[config.mk]
export PLATFORM = sky130hd
export DESIGN_NAME = uvmt_cv32e40x_sl_fifo_mc_flat
export DESIGN_NICKNAME = d
export VERILOG_FILES = /design/src/rtl/uvmt_cv32e40x_sl_fifo_pkg.sv /design/src/rtl/uvmt_cv32e40x_sl_fifo_mc_if.sv /design/src/rtl/uvmt_cv32e40x_sl_fifo_ch.sv /design/src/rtl/uvmt_cv32e40x_sl_fifo_mc.sv /design/src/flat_wrapper.sv
export SDC_FILE = /design/constraint.sdc
export NUM_CORES = 1
export LEC_CHECK = 0
export ABC_AREA = 1
export CELL_PAD_IN_SITES_DETAIL_PLACEMENT = 0
export CELL_PAD_IN_SITES_GLOBAL_PLACEMENT = 1
export CORE_MARGIN = 3
export CORE_UTILIZATION = 38
export CTS_CLUSTER_SIZE = 24
export DETAILED_ROUTE_END_ITERATION = 8
export PLACE_DENSITY_LB_ADDON = 0.1
export REMOVE_ABC_BUFFERS = 1
export SYNTH_ARGS = -nofsm -noshare
export SYNTH_HDL_FRONTEND = slang
export SYNTH_SLANG_ARGS = --single-unit
[constraint.sdc]
create_clock -name clk_i -period 10.4 [get_ports clk_i]
set_clock_uncertainty 0.05 [all_clocks]
set_input_delay 3.12 -clock clk_i [delete_from_list [all_inputs] [get_ports clk_i]]
set_output_delay 3.12 -clock clk_i [all_outputs]
set_load 0.05 [all_outputs]
[src/rtl/uvmt_cv32e40x_sl_fifo_pkg.sv]
// ---------------------------------------------------------------------------
// Package uvmt_cv32e40x_sl_fifo_pkg
// Purpose : Shared types and helpers for the multi-channel support-logic FIFO
//           (uvmt_cv32e40x_sl_fifo_mc).
//           - sl_fifo_item_t : default packed item type. It has the field
//             layout of the core's instruction-side OBI request, so this
//             slice builds without the core package.
//           - sl_fifo_op_e   : per-channel operation decoded from add/shift.
//           - sl_fifo_cnt_w  : width of an occupancy counter for a given depth.
// Ports   : none (package)
// ---------------------------------------------------------------------------
package uvmt_cv32e40x_sl_fifo_pkg;

  typedef struct packed {
    logic [31:0] addr;
    logic [1:0]  memtype;
    logic [2:0]  prot;
    logic        dbg;
  } sl_fifo_item_t;

  typedef enum logic [1:0] {
    OP_IDLE,
    OP_PUSH,
    OP_POP,
    OP_PUSHPOP
  } sl_fifo_op_e;

  // The counter has to represent 0..depth inclusive, hence depth+1 values.
  function automatic int unsigned sl_fifo_cnt_w(input int unsigned depth);
    return $clog2(depth + 1);
  endfunction

endpackage

[src/rtl/uvmt_cv32e40x_sl_fifo_mc_if.sv]
// ---------------------------------------------------------------------------
// Interface uvmt_cv32e40x_sl_fifo_mc_if
// Purpose : Bundles the per-channel request and status signals of
//           uvmt_cv32e40x_sl_fifo_mc. Each vector is indexed by channel.
// Ports   : none. Modports:
//           master : drives add_item, shift_fifo, item_in, err_clr and
//                    observes all status/data outputs
//           slave  : the FIFO side (the opposite directions)
// Signals :
//   add_item/shift_fifo [NUM_CH]   push / pop request per channel
//   item_in   [NUM_CH] x item      push data
//   err_clr                        clears every sticky error bit
//   item_out  [NUM_CH] x item      oldest item, '0 when the channel is empty
//   item_valid/full [NUM_CH]       non-empty / count == FIFO_DEPTH
//   count     [NUM_CH] x CNT_W     occupancy
//   item_peek/peek_valid           second-oldest item and its valid flag
//   overflow_err/underflow_err     sticky error flags
// ---------------------------------------------------------------------------
interface uvmt_cv32e40x_sl_fifo_mc_if
  import uvmt_cv32e40x_sl_fifo_pkg::*;
#(
  parameter type         FIFO_TYPE_T = sl_fifo_item_t,
  parameter int unsigned FIFO_DEPTH  = 2,
  parameter int unsigned NUM_CH      = 1
);

  localparam int unsigned CNT_W = sl_fifo_cnt_w(FIFO_DEPTH);

  logic       [NUM_CH-1:0]            add_item;
  logic       [NUM_CH-1:0]            shift_fifo;
  FIFO_TYPE_T [NUM_CH-1:0]            item_in;
  logic                               err_clr;
  FIFO_TYPE_T [NUM_CH-1:0]            item_out;
  logic       [NUM_CH-1:0]            item_valid;
  logic       [NUM_CH-1:0]            full;
  logic       [NUM_CH-1:0][CNT_W-1:0] count;
  FIFO_TYPE_T [NUM_CH-1:0]            item_peek;
  logic       [NUM_CH-1:0]            peek_valid;
  logic       [NUM_CH-1:0]            overflow_err;
  logic       [NUM_CH-1:0]            underflow_err;

  modport master (
    output add_item, shift_fifo, item_in, err_clr,
    input  item_out, item_valid, full, count, item_peek, peek_valid,
           overflow_err, underflow_err
  );

  modport slave (
    input  add_item, shift_fifo, item_in, err_clr,
    output item_out, item_valid, full, count, item_peek, peek_valid,
           overflow_err, underflow_err
  );

endinterface

[src/rtl/uvmt_cv32e40x_sl_fifo_ch.sv]
// ---------------------------------------------------------------------------
// Module uvmt_cv32e40x_sl_fifo_ch
// Purpose : One channel of the support-logic FIFO: a circular buffer of
//           FIFO_DEPTH entries that always presents its oldest item, with
//           occupancy, full/empty status and sticky overflow/underflow flags.
// Config  : UVMT_CV32E40X_SL_FIFO_PEEK_EN -- when defined, item_peek shows
//           the second-oldest entry; otherwise item_peek/peek_valid are tied 0.
// Ports   :
//   clk_i, rst_i           clock, synchronous active-high reset
//   add_item, shift_fifo   push / pop request
//   item_in                push data
//   err_clr                clears the sticky error flags
//   item_out, item_valid   oldest entry ('0 when empty) and non-empty flag
//   full, count            occupancy status
//   item_peek, peek_valid  second-oldest entry and count >= 2
//   overflow_err           sticky: push into a full channel without a pop
//   underflow_err          sticky: pop from an empty channel
// ---------------------------------------------------------------------------
module uvmt_cv32e40x_sl_fifo_ch
  import uvmt_cv32e40x_sl_fifo_pkg::*;
#(
  parameter type         FIFO_TYPE_T = sl_fifo_item_t,
  parameter int unsigned FIFO_DEPTH  = 2,
  localparam int unsigned CNT_W      = sl_fifo_cnt_w(FIFO_DEPTH),
  localparam int unsigned PTR_W      = (FIFO_DEPTH > 1) ? $clog2(FIFO_DEPTH) : 1
) (
  input  logic             clk_i,
  input  logic             rst_i,
  input  logic             add_item,
  input  logic             shift_fifo,
  input  FIFO_TYPE_T       item_in,
  input  logic             err_clr,
  output FIFO_TYPE_T       item_out,
  output logic             item_valid,
  output logic             full,
  output logic [CNT_W-1:0] count,
  output FIFO_TYPE_T       item_peek,
  output logic             peek_valid,
  output logic             overflow_err,
  output logic             underflow_err
);

  FIFO_TYPE_T       mem [FIFO_DEPTH];
  logic [PTR_W-1:0] rd_ptr;
  logic [PTR_W-1:0] wr_ptr;
  logic [CNT_W-1:0] cnt;
  logic             ovf_q;
  logic             unf_q;
  logic             is_empty;
  logic             is_full;
  sl_fifo_op_e      op;

  // Pointers wrap by explicit compare so non-power-of-2 depths work.
  function automatic logic [PTR_W-1:0] ptr_inc(input logic [PTR_W-1:0] p);
    return (p == PTR_W'(FIFO_DEPTH - 1)) ? '0 : p + PTR_W'(1);
  endfunction

  assign is_empty = (cnt == '0);
  assign is_full  = (cnt == CNT_W'(FIFO_DEPTH));

  // Decode the request pair into a single operation so the update logic
  // below reads as one case per situation.
  always_comb begin
    op = OP_IDLE;
    case ({add_item, shift_fifo})
      2'b10:   op = OP_PUSH;
      2'b01:   op = OP_POP;
      2'b11:   op = OP_PUSHPOP;
      default: op = OP_IDLE;
    endcase
  end

  // Storage, pointers, count and sticky flags. err_clr is applied first so
  // that an error event in the same cycle, assigned later, wins. A push+pop
  // on a full channel writes into the slot being vacated, which is exactly
  // rd_ptr == wr_ptr, so no special case is needed there. A push+pop on an
  // empty channel keeps the push and flags the pop as an underflow.
  always_ff @(posedge clk_i) begin
    if (rst_i) begin
      rd_ptr <= '0;
      wr_ptr <= '0;
      cnt    <= '0;
      ovf_q  <= 1'b0;
      unf_q  <= 1'b0;
      for (int i = 0; i < FIFO_DEPTH; i++) begin
        mem[i] <= '0;
      end
    end else begin
      if (err_clr) begin
        ovf_q <= 1'b0;
        unf_q <= 1'b0;
      end
      case (op)
        OP_PUSH: begin
          if (!is_full) begin
            mem[wr_ptr] <= item_in;
            wr_ptr      <= ptr_inc(wr_ptr);
            cnt         <= cnt + CNT_W'(1);
          end else begin
            ovf_q <= 1'b1;
          end
        end
        OP_POP: begin
          if (!is_empty) begin
            rd_ptr <= ptr_inc(rd_ptr);
            cnt    <= cnt - CNT_W'(1);
          end else begin
            unf_q <= 1'b1;
          end
        end
        OP_PUSHPOP: begin
          mem[wr_ptr] <= item_in;
          wr_ptr      <= ptr_inc(wr_ptr);
          if (!is_empty) begin
            rd_ptr <= ptr_inc(rd_ptr);
          end else begin
            cnt   <= cnt + CNT_W'(1);
            unf_q <= 1'b1;
          end
        end
        default: begin
        end
      endcase
    end
  end

  assign count         = cnt;
  assign item_valid    = !is_empty;
  assign full          = is_full;
  assign item_out      = is_empty ? FIFO_TYPE_T'('0) : mem[rd_ptr];
  assign overflow_err  = ovf_q;
  assign underflow_err = unf_q;

`ifdef UVMT_CV32E40X_SL_FIFO_PEEK_EN
  // count > 1 rather than >= 2 so a 1-bit counter (depth 1) stays legal.
  assign peek_valid = (cnt > CNT_W'(1));
  assign item_peek  = peek_valid ? mem[ptr_inc(rd_ptr)] : FIFO_TYPE_T'('0);
`else
  assign peek_valid = 1'b0;
  assign item_peek  = FIFO_TYPE_T'('0);
`endif

endmodule

[src/rtl/uvmt_cv32e40x_sl_fifo_mc.sv]
// ---------------------------------------------------------------------------
// Module uvmt_cv32e40x_sl_fifo_mc
// Purpose : Multi-channel, depth-parametrised support-logic FIFO, e.g. one
//           channel per OBI interface holding outstanding requests until
//           their responses arrive. Channels are fully independent.
// Config  : UVMT_CV32E40X_SL_FIFO_PEEK_EN enables the second-oldest item
//           view (item_peek/peek_valid); without it those outputs are 0.
// Params  : FIFO_TYPE_T (packed item type), FIFO_DEPTH >= 1, NUM_CH >= 1
// Ports   :
//   clk_i     clock
//   rst_i     synchronous active-high reset
//   fifo_bus  uvmt_cv32e40x_sl_fifo_mc_if.slave -- per-channel push/pop
//             requests, data, err_clr, and all status/data outputs
// ---------------------------------------------------------------------------
module uvmt_cv32e40x_sl_fifo_mc
  import uvmt_cv32e40x_sl_fifo_pkg::*;
#(
  parameter type         FIFO_TYPE_T = sl_fifo_item_t,
  parameter int unsigned FIFO_DEPTH  = 2,
  parameter int unsigned NUM_CH      = 1
) (
  input logic                      clk_i,
  input logic                      rst_i,
  uvmt_cv32e40x_sl_fifo_mc_if.slave fifo_bus
);

  for (genvar c = 0; c < NUM_CH; c++) begin : g_ch
    uvmt_cv32e40x_sl_fifo_ch #(
      .FIFO_TYPE_T (FIFO_TYPE_T),
      .FIFO_DEPTH  (FIFO_DEPTH)
    ) u_ch (
      .clk_i         (clk_i),
      .rst_i         (rst_i),
      .add_item      (fifo_bus.add_item[c]),
      .shift_fifo    (fifo_bus.shift_fifo[c]),
      .item_in       (fifo_bus.item_in[c]),
      .err_clr       (fifo_bus.err_clr),
      .item_out      (fifo_bus.item_out[c]),
      .item_valid    (fifo_bus.item_valid[c]),
      .full          (fifo_bus.full[c]),
      .count         (fifo_bus.count[c]),
      .item_peek     (fifo_bus.item_peek[c]),
      .peek_valid    (fifo_bus.peek_valid[c]),
      .overflow_err  (fifo_bus.overflow_err[c]),
      .underflow_err (fifo_bus.underflow_err[c])
    );
  end

endmodule
[src/flat_wrapper.sv]
// flat-port wrapper written by rule: the top's interface ports become plain ports
module uvmt_cv32e40x_sl_fifo_mc_flat import uvmt_cv32e40x_sl_fifo_pkg::*;
#(
  parameter type         FIFO_TYPE_T = sl_fifo_item_t,
  parameter int unsigned FIFO_DEPTH  = 2,
  parameter int unsigned NUM_CH      = 1
)
  (clk_i, rst_i, fifo_bus_add_item, fifo_bus_shift_fifo, fifo_bus_item_in, fifo_bus_err_clr, fifo_bus_item_out, fifo_bus_item_valid, fifo_bus_full, fifo_bus_count, fifo_bus_item_peek, fifo_bus_peek_valid, fifo_bus_overflow_err, fifo_bus_underflow_err);
  uvmt_cv32e40x_sl_fifo_mc_if #(.FIFO_TYPE_T(FIFO_TYPE_T), .FIFO_DEPTH(FIFO_DEPTH), .NUM_CH(NUM_CH)) fifo_bus_i ();
  input logic clk_i;
  input logic rst_i;
  input wire logic [$bits(fifo_bus_i.add_item)-1:0] fifo_bus_add_item;
  input wire logic [$bits(fifo_bus_i.shift_fifo)-1:0] fifo_bus_shift_fifo;
  input wire logic [$bits(fifo_bus_i.item_in)-1:0] fifo_bus_item_in;
  input wire logic [$bits(fifo_bus_i.err_clr)-1:0] fifo_bus_err_clr;
  output wire logic [$bits(fifo_bus_i.item_out)-1:0] fifo_bus_item_out;
  output wire logic [$bits(fifo_bus_i.item_valid)-1:0] fifo_bus_item_valid;
  output wire logic [$bits(fifo_bus_i.full)-1:0] fifo_bus_full;
  output wire logic [$bits(fifo_bus_i.count)-1:0] fifo_bus_count;
  output wire logic [$bits(fifo_bus_i.item_peek)-1:0] fifo_bus_item_peek;
  output wire logic [$bits(fifo_bus_i.peek_valid)-1:0] fifo_bus_peek_valid;
  output wire logic [$bits(fifo_bus_i.overflow_err)-1:0] fifo_bus_overflow_err;
  output wire logic [$bits(fifo_bus_i.underflow_err)-1:0] fifo_bus_underflow_err;
  assign fifo_bus_i.add_item = fifo_bus_add_item;
  assign fifo_bus_i.shift_fifo = fifo_bus_shift_fifo;
  assign fifo_bus_i.item_in = fifo_bus_item_in;
  assign fifo_bus_i.err_clr = fifo_bus_err_clr;
  assign fifo_bus_item_out = fifo_bus_i.item_out;
  assign fifo_bus_item_valid = fifo_bus_i.item_valid;
  assign fifo_bus_full = fifo_bus_i.full;
  assign fifo_bus_count = fifo_bus_i.count;
  assign fifo_bus_item_peek = fifo_bus_i.item_peek;
  assign fifo_bus_peek_valid = fifo_bus_i.peek_valid;
  assign fifo_bus_overflow_err = fifo_bus_i.overflow_err;
  assign fifo_bus_underflow_err = fifo_bus_i.underflow_err;
  uvmt_cv32e40x_sl_fifo_mc #(.FIFO_TYPE_T(FIFO_TYPE_T), .FIFO_DEPTH(FIFO_DEPTH), .NUM_CH(NUM_CH)) u_core (.clk_i(clk_i), .rst_i(rst_i), .fifo_bus(fifo_bus_i));
endmodule
# Yosys cells after proc, flatten, opt, wreduce, memory -nomap -nowiden
# Memory sizes are Yosys's and may differ from the RTL's. A register that Yosys moved wholly into a read port is not among the register bits.
# Cells that the tools add are included.
[classes]
n_reduce_logical = 9
div_mod_pow = 0
magnitude_cmp = 0
shift = 0
mul = 0
n_addsub = 4
bitwise = 2
n_eq_ne = 10
mux = 31
[op_table]
columns = ["op", "n"]
rows = [
  ["38-bit 2-to-1 mux", 3],
  ["38-bit OR reduction", 1],
  ["1-bit 2-to-1 mux", 22],
  ["2-bit one-hot mux with 3 select lines", 2],
  ["2-bit equality test (second input constant)", 5],
  ["2-bit 2-to-1 mux", 3],
  ["2-bit inequality test (second input constant)", 3],
  ["2-bit by 1-bit equality test with 1-bit output (second input constant)", 2],
  ["2-bit AND reduction", 2],
  ["4-bit AND reduction", 1],
  ["3-bit nonzero test", 1],
  ["1-bit adder (second input constant)", 2],
  ["2-bit by 1-bit adder with 2-bit output (second input constant)", 1],
  ["2-bit logical NOT", 1],
  ["1-bit one-hot mux with 2 select lines", 1],
  ["2-bit nonzero test", 1],
  ["2-bit OR reduction", 1],
  ["2-bit by 1-bit subtractor with 2-bit output (second input constant)", 1],
  ["1-bit logical NOT", 1],
  ["1-bit inverter", 1],
  ["1-bit OR", 1],
]
[word_totals]
input_bits = 43
ram_bits = 76
latch_bits = 0
output_inout_bits = 83
ff_bits = 6
wordCells = 62
romBits = 0
n_memories = 1
[memory_table]
columns = ["name", "words", "word_bits", "read_ports", "rd_ports_with_merged_regs", "wr", "line_no", "rtl"]
rows = [
  ["u_core.g_ch[0].u_ch.mem", 2, 38, 1, 1, 2, "uvmt_cv32e40x_sl_fifo_ch.sv:43", "FIFO_TYPE_T mem [FIFO_DEPTH];"],
]

# Depth between registers and ports, before layout
# Gate-level depths: netlist of run 1.
[logic_depth]
depth_word = 9
depth_mapped = 9
ltp_nobuf = 7

# Least setup slack after synthesis of run 1
# No wires, ideal clock.
[synth_path]
path_kind = "input port to flip-flop"
from = "input fifo_bus_shift_fifo"
to = "memory u_core.g_ch[0].u_ch.mem[1][0] (netlist name) (enable)"
cell_stages = 4
required_time_ns = 9.862
path_buffers = 0
setup_slack_ns = 3.825
t_arrival_ns = 6.036
setup_ns = 0.488
cell_sequence = "inv_1 nand2_1 nand2_1 o21ai_0"
[synth_lines]
columns = ["item", "line_no", "rtl"]
rows = [
  ["from (decl)", "flat_wrapper.sv:13", "input wire logic [$bits(fifo_bus_i.shift_fifo)-1:0] fifo_bus_shift_fifo;"],
  ["to (decl)", "uvmt_cv32e40x_sl_fifo_ch.sv:43", ""],
]

==> metrics, run 1 <==
status finished clean; Syn Area/Cell roughly 9.8 sq um; post-synthesis cell type count 21; CTS clk-pin slew, worst paths 0.08 ns; port bufs 86; die height 110 um; compound-gate portion of the synthesized area 0.0582; Yosys reg bits 83; most frequent cells in the layout 89 x nand2_1, 86 x clkdlybuf4s50_1, 76 x edfxtp_1; clock sinks 83; Finished Cell Area slightly above 0.005 sq mm; starting density of the core 0.394; multiplexer area fraction after synthesis 0; Total Power a little under 800 uW; Leakage Power 2.04 nW; non-filler cells, final approximately 640; kind of end point of the critical path primary output; first-pass GRT wire length 13.2 mm; Congestion Overflow GR 0; Post-Synth Simple-Gate Area 0.198; gpl congestion 0.757; dpl cells 620; total CTS buffers 9; CTS resizes 0; Crit Path Category flop to primary output; Tot GR Track Use 0.145; CP max stage cell dfxtp_2; # Post-CTS Setup Buffers 0; Tightest Pin Transition 0.989 ns; Crit path arrival time 3.00 ns; worst path cell trace inv_1, buf_16, nand2_1, a21oi_1, clkdlybuf4s50_1; CP max FO 39; Final nets 539; maximum VDD drop 0.0552 mV; Hold Crit Class flop to flop; Syn. warnings 0; H-tree depth 3; Rel. slew slack 0.339; Row Count 37; initial drt markers between 80 and 90; Final ANT Viol Nets 0; width of the die 110 um; # Max-Cap Violations 0; Area Growth Syn to Fin 23.5%; synthesized cell area roughly 0.004 sq mm; clock root buffer clkbuf_8; largest family of logic cells by synthesized area simple AND/OR/NAND/NOR gates; CP max stage delay 0.83 ns; hold_buf cts 0; # IOs 126; post-synthesis xor/xnor area fraction 0; number of global-route vias before repair 2696; highest clock rate 162 MHz; # diodes 0; CTS tree done; synthesized instance count 416; Fin. Hold Viols 0; Slew Limit Fails 0; mean routed wirelength per cell around 13 um; final setup vio count 0; DR vias 2749; antenna violations before repair 0; Hold WS roughly 0.43 ns; drc violations 0; commonest non-fill, non-tap cell in the layout nand2_1; largest net degree at the start of global routing 40; area of the core 0.0104 sq mm; period utilisation layout 0.594; Cell Area, Placed 0.00487 sq mm; Worst Path Required 7.23 ns; Detail Placement HPWL 5.26 mm; Min Clock Period, post-route roughly 6.2 ns; die area around 0.012 sq mm; DR vias/cell 4.32; unrepaired setup endpoints after global routing no; Worst setup SP type flop; sequential area share after synthesis 0.593; pwr/cell area 154 mW/mm^2; clock latency on the worst-skew pair 0.33 ns; CTS max path bufs 2; Fin Setup TNS 0 ns; adder-cell share of the synthesized area 0; final WL 8.40 mm; share of cells above drive strength 1 0.108; DRT Pass-1 Iters 4
[report_power, final]
part	total [mW]	internal [mW]	switching (mW)
Sequential	0.400	0.389	0.0110
Clock	0.188	0.0837	0.105
Combinational	0.189	0.0527	0.137
Total	0.778	0.525	0.252
[layout make-up]
cell class | instances | area (sq um)
well taps | 136 | 170
clock buffers | 11 | 131
flip-flops and latches | 83 | 2420
fillers | 1009 | 5330
repair buffers | 90 | 911
inverters | 49 | 184
multi-input cells | 263 | 1210
clock inverters | 4 | 18.8
[per-layer routing]
layer	wire length, um	vias to the layer above	GRT usage	part of all wire
met5	0	-	0	0
met4	105	0	0.0481	0.012
met3	479	11	0.0252	0.057
met2	4010	89	0.247	0.48
met1	3800	1253	0.187	0.45
li1	-	1396	-	-
[per-stage QoR]
step	worst slack, ns	utilization
4_1_cts	3.92	0.484
2_1_floorplan	3.83	-
3_5_place_dp	4.32	0.469
5_1_grt	3.93	0.486
6_report	4.23	0.486
3_3_place_gp	4.36	0.469
[path summary, 6_finish.rpt]
| check | startpoint | to | slack, ns | depth (start not counted) |
|---|---|---|---|---|
| min reg2reg | u_core.g_ch[0].u_ch.overflow_err$_SDFF_PP0_ | u_core.g_ch[0].u_ch.overflow_err$_SDFF_PP0_ | 0.43 | 2 |
| min | u_core.g_ch[0].u_ch.overflow_err$_SDFF_PP0_ | u_core.g_ch[0].u_ch.overflow_err$_SDFF_PP0_ | 0.43 | 2 |
| max reg2reg | u_core.g_ch[0].u_ch.count[0]$_SDFFE_PP0P_ | u_core.g_ch[0].u_ch.mem[0][2]$_SDFFCE_PN0P_ | 8.24 | 6 |
| max | flop | fifo_bus_item_out[34] | 4.23 | 5 |
[worst max-delay path, delay by kind of cell, from the launching register on]
family,cells,cell delay (ns)
buffers and inverters,3,1.65
DFF,1,0.83
AOI/OAI and AO/OA,1,0.09
and+or+nand+nor,1,0.06
[state kept, by name, summed over array words and instances, names as in the netlist, named ones only]
register and count:
u_core.g_ch.u_ch.mem 76, u_core.g_ch.u_ch.count 2, u_core.g_ch.u_ch.overflow_err 1, u_core.g_ch.u_ch.rd_ptr 1
u_core.g_ch.u_ch.underflow_err 1, u_core.g_ch.u_ch.wr_ptr 1
[cells in the mapped netlist, drive strengths merged]
library cell	instances	area, sq um
nand2	91	344
o31ai	1	7.51
o21ai	2	10.0
edfxtp	76	2280
nor2	81	429
conb	1	3.75
inv	49	184
a21oi	44	220
dfxtp	7	140
nand3	5	35.0
clkbuf	7	26.3
buf	52	403
[logic make-up (layout without fill, tap and decap cells)]
family,Yosys count,count (layout)
simple gates,177,177
compound gates,47,47
flops,83,83
other cells,1,39
buf+inv,108,154
(Power assumes the default switching activity.)
==> inputs of run 2 (changes only) <==
Settings changed: CORE_UTILIZATION 38 to 35.
Clock period 10.4 ns to 5.9 ns, I/O delays scaled along.
==> run 2 against run 1 <==
Net effect:
- cell count is 0.94% higher
- utilization is 1.7 points lower
- wire length is 6.9% higher
- combinational power is 80% higher
- sequential power is 75% higher
- clock power grew to 3.3 times the previous value
- largest cell class unchanged
- critical path type unchanged
- worst hold slack worse by 0.0061 ns
==> metrics, run 2 (synthesis results as in run 1) <==
Most flops, register u_core.g_ch.u_ch.mem; die height about 110 um; starting density of the core 0.367; Fin Setup TNS 0 ns; Final ANT Viol Nets 0; CP max FO 29; Worst setup SP type flop; unrepaired setup endpoints after global routing no; first-pass GRT wire length 14.2 mm; DR vias 2763; highest clock rate 220 MHz; Min Clock Period, post-route 4.55 ns; status finished clean; gpl congestion 0.702; Detail Placement HPWL 5.51 mm; CTS clk-pin slew, worst paths 0.06 ns; CTS tree done; # Max-Cap Violations 0; Slew Limit Fails 0; Worst Path Required 4.08 ns; Cell Area, Placed slightly below 0.005 sq mm; Final nets 540; initial drt markers 118; Crit path arrival time 2.73 ns; # IOs 126; Leakage Power 2.12 nW; share of cells above drive strength 1 0.114; die area 0.0130 sq mm; CP max stage delay 0.84 ns; antenna violations before repair 0; width of the die 114 um; Worst Min Path Start u_core.g_ch[0].u_ch.rd_ptr$_SDFFE_PP0P_; # Post-CTS Setup Buffers 0; number of global-route vias before repair 2765; reg2reg start u_core.g_ch[0].u_ch.count[0]$_SDFFE_PP0P_; Final Core Density 0.469; kind of end point of the critical path primary output; hold_buf cts 0; pwr/cell area 320 mW/mm^2; # diodes 0; final WL roughly 9 mm; maximum VDD drop between 0.15 and 0.2 mV; CTS max path bufs 2; Congestion Overflow GR 0; port bufs 86; CP max stage cell clkdlybuf4s50_1; clock root buffer clkbuf_16; area of the core 0.0111 sq mm; Tot GR Track Use 0.140; DRT Pass-1 Iters 4; DR vias/cell ~4.3; Crit Path Category flop to primary output; CTS resizes 0; filler instances 1106; commonest non-fill, non-tap cell in the layout nand2_1; final setup vio count 0; drc violations 0; Reg2Reg Depth 5; clock latency on the worst-skew pair 0.32 ns; max reg flops 76; most frequent cells in the layout 89 x nand2_1, 86 x clkdlybuf4s50_1, 76 x edfxtp_1; Fin. Hold Viols 0; Finished Cell Area 0.00522 sq mm; period utilisation layout 0.772; largest net degree at the start of global routing 40; H-tree depth 3; Area Growth Syn to Fin 27.8%; clock sinks 83; Tightest Pin Transition between 1 and 1.5 ns; Hold Crit Depth 2; Row Count 38; worst path cell trace inv_1, buf_4, nand2_1, a21oi_1, clkdlybuf4s50_1; Rel. slew slack 0.331; Hold Crit Class flop to flop; mean routed wirelength per cell about 14 um; total CTS buffers 9
==> run 2: cell types whose count changed in the layout (fill, tap and decap cells not counted), sizes merged <==
| cell | change |
|---|---|
| buf | +1 |
| bufinv | +3 |
| clkbuf | -1 |
| clkinv | -1 |
==> run 2: layout make-up <==
cell class | count | area, sq um | area share
sequential | 83 | 2420 | 0.464
multi-input combinational | 263 | 1210 | 0.231
timing repair buffer | 91 | 898 | 0.172
clock buffer | 10 | 229 | 0.0439
inverter | 49 | 184 | 0.0352
tap | 140 | 175 | 0.0336
clock inverter | 6 | 104 | 0.0199
==> run 2: stage by stage <==
| stage | power, mW | std cells | hold slack [ns] | setup slack [ns] |
|---|---|---|---|---|
| 2_1_floorplan | 0.940 | 395 | 0.398 | 0.675 |
| 3_3_place_gp | 1.05 | 626 | 0.408 | 1.68 |
| 3_5_place_dp | 1.06 | 626 | 0.411 | 1.63 |
| 4_1_cts | 1.69 | 642 | 0.422 | 1.27 |
| 5_1_grt | 1.73 | 642 | 0.451 | 1.13 |
| 6_report | 1.67 | 642 | 0.420 | 1.35 |
==> run 2: worst paths after layout <==
kind                                             endpoint  slack (ns)
max                                 fifo_bus_item_out[33]        1.35
min                                                  flop        0.42
min reg2reg                                          flop        0.42
max reg2reg  u_core.g_ch[0].u_ch.mem[1][24]$_SDFFCE_PN0P_        3.74
==> run 2: where the power goes <==
group | switching (mW) | internal [mW]
sequential | 0.0125 | 0.687
combinational | 0.250 | 0.0912
clock | 0.217 | 0.411
==> run 2: worst max-delay path, delay by kind of cell, from the launching register on <==
family | cells | cell delay [ns]
AND/OR/NAND/NOR | 1 | 0.07
AO/OA/AOI/OAI | 1 | 0.16
buffers and inverters | 3 | 1.85
flip-flops | 1 | 0.31
==> run 2: layer usage <==
| layer | up-vias | global-route usage | part of all wire |
|---|---|---|---|
| li1 | 1398 | - | - |
| met1 | 1291 | 0.177 | 0.43 |
| met2 | 67 | 0.238 | 0.50 |
| met3 | 7 | 0.0366 | 0.055 |
| met4 | 0 | 0.0380 | 0.0073 |
| met5 | - | 0 | 0 |
==> edit 1, RTL diff (config.mk and constraints of run 2) <==
`NUM_CH` is set to 1 in 3 places; all go to 2. Comments in the files are not updated.
--- a/src/rtl/uvmt_cv32e40x_sl_fifo_mc_if.sv
+++ b/src/rtl/uvmt_cv32e40x_sl_fifo_mc_if.sv
@@ -23,3 +23,3 @@
   parameter int unsigned FIFO_DEPTH  = 2,
-  parameter int unsigned NUM_CH      = 1
+  parameter int unsigned NUM_CH      = 2
 );
--- a/src/rtl/uvmt_cv32e40x_sl_fifo_mc.sv
+++ b/src/rtl/uvmt_cv32e40x_sl_fifo_mc.sv
@@ -19,3 +19,3 @@
   parameter int unsigned FIFO_DEPTH  = 2,
-  parameter int unsigned NUM_CH      = 1
+  parameter int unsigned NUM_CH      = 2
 ) (
--- a/src/flat_wrapper.sv
+++ b/src/flat_wrapper.sv
@@ -5,3 +5,3 @@
   parameter int unsigned FIFO_DEPTH  = 2,
-  parameter int unsigned NUM_CH      = 1
+  parameter int unsigned NUM_CH      = 2
 )
Ports: changed (11 resized); port bits go from 126 to 249. No check against the original RTL was run, so the function may have changed too.
==> edit 1 against run 2 <==
Wire length grew 110%; via count increased by 99%; sequential cell count is 83 higher; final area is 99% higher; combinational power up 99%; global-route usage grew 0.74 points; worst setup slack got worse by 25 ps; sequential share of layout area increased by 0.23 points; die area increased by 94%; sequential power is 100% higher; total power rose by 99%; synthesized area increased by 100%; highest routed layer unchanged.
==> edit 1: results (changes against run 2) <==
| Metric | Value |
|---|---|
| Status | finished, final reports clean |
| Clock network area share | 6.34% (-0.038 points) |
| Hold Crit Start | u_core.g_ch[1].u_ch.overflow_err$_SDFF_PP0_ |
| WHS | 418 ps (-2.50 ps) |
| FILL cells | 2189 (+98%) |
| Slew HR | 32.1% (-0.96 points) |
| Worst-case vdd ir drop | 0.176 mV (+11%) |
| Post-layout net count | 1070 (+98%) |
| Wl on met1 | 8040 um (+110%) |
| Vias per Instance | 4.20 (-2.4%) |
| Die Area | 25200 sq um (+94%) |
| Htree depth | 4 (+1) |
| Multi-input gates | 526 (+100%) |
| Area after DPL | 9730 sq um (+99%) |
| Inverter count | 96 (+96%) |
| Post-synthesis sequential area ratio | 59.4% (+0.11 points) |
| Critical R2R Launch | u_core.g_ch[1].u_ch.count[0]$_SDFFE_PP0P_ |
| PortBufs | 170 (+98%) |
| Final WL | 18600 um (+110%) |
| Initial DRC Count | 345 (+190%) |
| Worst-skew pair later-pin latency | 420 ps (+100 ps) |
| Worst EP arrival | 2760 ps (+30 ps) |
| R2r setup slk | 3720 ps (-20 ps) |
| Crit-path max FO | 27 (-6.9%) |
| Crit path to | fifo_bus_item_out[32] |
| Cts bufs inserted | 17 (+8) |
| WL met3 | 1500 um (+200%) |
| GRT Overall Usage | 14.7% (+0.74 points) |
| DP HPWL | 11800 um (+110%) |
| Max FFs per register | 152 (+100%) |
| Met1 Usage GRT | 19.3% (+1.6 points) |
| Non-clock buffer total of the final layout | 180 (+98%) |
| Compound-Gate Fraction of Synth Area | 5.83% (+0.011 points) |
| GRT met2 Usage | 23.8% (-0.034 points) |
| Avg Inst Size Synth | 9.73 sq um (-0.90%) |
| Yosys cell types | 20 (-4.8%) |
| Pre-antenna DRT Iters | 5 (+1) |
| Reg2reg end | u_core.g_ch[1].u_ch.mem[1][30]$_SDFFCE_PN0P_ |
| Seq area share | 46.7% (+0.23 points) |
| Post-synth EDFFs | 152 (+100%) |
| Non-clock buffering overhead | 17.1% (-0.099 points) |
| Top post-synthesis cells by count | nand2_1 (182), edfxtp_1 (152), nor2_1 (102), inv_1 (92), a21oi_1 (88) |
| Clkbuf count | 18 (+8) |
-- edit 1: cell types whose count changed in the layout (fill, tap and decap cells not counted), sizes merged, moves of 7 or more --
cell           delta
a21oi            +44
clkbuf            +8
clkdlybuf4s50    +84
conb             +39
dfxtp             +7
edfxtp           +76
inv              +48
nand2            +91
nor2             +81
-- edit 1: worst reg2reg max path, cell delays in order (launching register included) --
cell and delay, ps:
dfxtp_1 480, nor2_2 100, nand2_1 70, nand2_1 120
o21ai_4 570, buf_4 450
-- edit 1: report_power, final --
| group | switching, mW | internal [mW] |
|---|---|---|
| sequential | 0.0239 | 1.37 |
| combinational | 0.500 | 0.180 |
| clock | 0.449 | 0.792 |
-- edit 1: stage by stage --
stage	power, mW	util [%]
floorplan	1.87	-
global placement	2.11	42.7
detailed placement	2.11	42.7
CTS	3.35	45.6
global route	3.45	45.6
finish	3.32	45.6
==> edit 2, RTL diff (flow settings as in run 2) <==
Without the edit above. Make the reset (`rst_i`) asynchronous in one clocked block. Comments in the files are not updated.
--- a/src/rtl/uvmt_cv32e40x_sl_fifo_ch.sv
+++ b/src/rtl/uvmt_cv32e40x_sl_fifo_ch.sv
@@ -77,3 +77,3 @@
   // empty channel keeps the push and flags the pop as an underflow.
-  always_ff @(posedge clk_i) begin
+  always_ff @(posedge clk_i or posedge rst_i) begin
     if (rst_i) begin
Behaviour: differs if rst_i is asserted again (counterexample within 4 cycles, from zero or initial values and one cycle with rst_i high); with rst_i held inactive, the same outputs for 4 cycles.
==> edit 2 against run 2 <==
Final area rose by 1.2%; first-iteration DRC count grew 68%; utilization down 1.6 points; fmax is 2.5% higher; synthesized area grew 4.0%; sequential cell count decreased by 1; critical path type unchanged; non-clock buffer count rose by 3; wire length up 37%; worst setup slack gained 110 ps; die area is 3.8% higher.
Power is not compared: it rests on default switching activity, and its combinational part moved more than twofold at a synthesized area within 25%.
==> edit 2: results (changes against run 2) <==
| Metric | Value |
|---|---|
| Static Leak | 2.56 nW |
| Synth Instances | 541 (+30%) |
| Initial DRC Count | 198 (+68%) |
| Worst-path clk slew | 60 ps (about the same) |
| PortBufs | 86 (unchanged) |
| Post-layout net count | 643 (+19%) |
| Pin count of the biggest net entering global routing | 71 (+78%) |
| Top post-synthesis cells by count | nand2_1 (234), dfrtp_1 (82), nand4_1 (76), buf_4 (47), a21oi_1 (40) |
| Post-synthesis sequential area ratio | 48.3% (-11 points) |
| First-pass GRT wire length | 19600 um (+39%) |
| Slew HR | 27.3% (-5.8 points) |
| FF+latch area | 2050 sq um (-15%) |
| Pre-antenna DRT Iters | 5 (+1) |
| Multi-input gates | 404 (+54%) |
| Fraction of area in multi-input gates | 34.2% (+11 points) |
| R2r worst-path depth | 3 (-2) |
| Seq area share | 38.9% (-7.5 points) |
| Crit path to | fifo_bus_item_out[5] |
| Fin crit share | 75.3% (-1.9 points) |
| Crit-path max FO | 41 (+41%) |
| Pre-CTS setup slack | 1760 ps (+127 ps) |
| Biggest register | u_core.g_ch.u_ch.mem |
| Final WL | 12300 um (+37%) |
| Vias per Instance | 5.03 (+17%) |
| Root buffer cell | clkbuf_16 |
| DP HPWL | 7090 um (+29%) |
| Non-clock buffer total of the final layout | 94 (+3.3%) |
| Placed Instances | 732 (+17%) |
| Clock network area share | 5.50% (-0.88 points) |
| Ratio of cells with drive above 1 in the final layout | 5.12% (-6.2 points) |
| Non-clock buffering overhead | 17.3% (+0.14 points) |
| WHS | 419 ps (-0.809 ps) |
| Synth async-reset ratio | 100% (+100 points) |
| Status | finished, final reports clean |
| Critical R2R Launch | u_core.g_ch[0].u_ch.wr_ptr$_DFFE_PP0N_ |
| Clkbuf count | 13 (+3) |
| Main area contributors after synthesis | dfrtp_1 (48%), nand2_1 (21%), nand4_1 (11%), buf_4 (8.3%), a21oi_1 (4.7%) |
| Area after DPL | 4990 sq um (+2.1%) |
| Inverter count | 9 (-82%) |
| Reg2reg end | u_core.g_ch[0].u_ch.mem[16]$_DFFE_PP0P_ |
| FF+latch count, synth | 82 (-1.2%) |
| Hold Crit Start | u_core.g_ch[0].u_ch.mem[8]$_DFFE_PP0P_ |
| FILL cells | 1222 (+10%) |
| Vias in the first global route | 3559 (+29%) |
| Worst EP arrival | 2620 ps (-110 ps) |
| Min-delay worst type | reg -> reg |
| Routed length per instance | 16.4 um (+17%) |
| Compound-Gate Fraction of Synth Area | 5.09% (-0.73 points) |
| Max FFs per register | 76 (unchanged) |
| Worst Hold Depth | 2 (unchanged) |
| Synth warn | 0 (unchanged) |
| Post-synthesis xor/xnor area fraction | 0.206% (+0.21 points) |
| Proportion of synthesized area in mux cells | 0% (unchanged) |
| R2r setup slk | 3390 ps (-350 ps) |
| GRT Overall Usage | 18.6% (+4.6 points) |
| GP Congestion | 0.731 (+4.2%) |
| Yosys cell types | 21 (unchanged) |
| Core Area | 11700 sq um (+4.8%) |
## edit 2: changes by cell type after synthesis, moves of 8 or more
cell	run 2	this run
nor2_4	10	1
nand2_1	90	234
clkbuf_1	7	18
nand4_1	0	76
edfxtp_1	76	0
inv_1	47	8
dfrtp_1	0	82
nor2_2	20	1
buf_4	39	47
nor2_1	51	4
## edit 2: routing by layer
| metal | up-vias | part of all wire, % | wire (um) | global-route usage (%) |
|---|---|---|---|---|
| met5 | - | 0 | 0 | 0 |
| met4 | 0 | 0.55 | 67 | 3.63 |
| met3 | 4 | 5.9 | 722 | 4.66 |
| met2 | 120 | 46 | 5630 | 29.3 |
| met1 | 1816 | 48 | 5850 | 26.3 |
| li1 | 1819 | - | - | - |
## edit 2: worst max-delay path, cell delays in order (launching register included)
cell             delay [ps]
dfrtp_1                 470
nor2_4                  850
a21oi_1                 180
clkdlybuf4s50_1         770
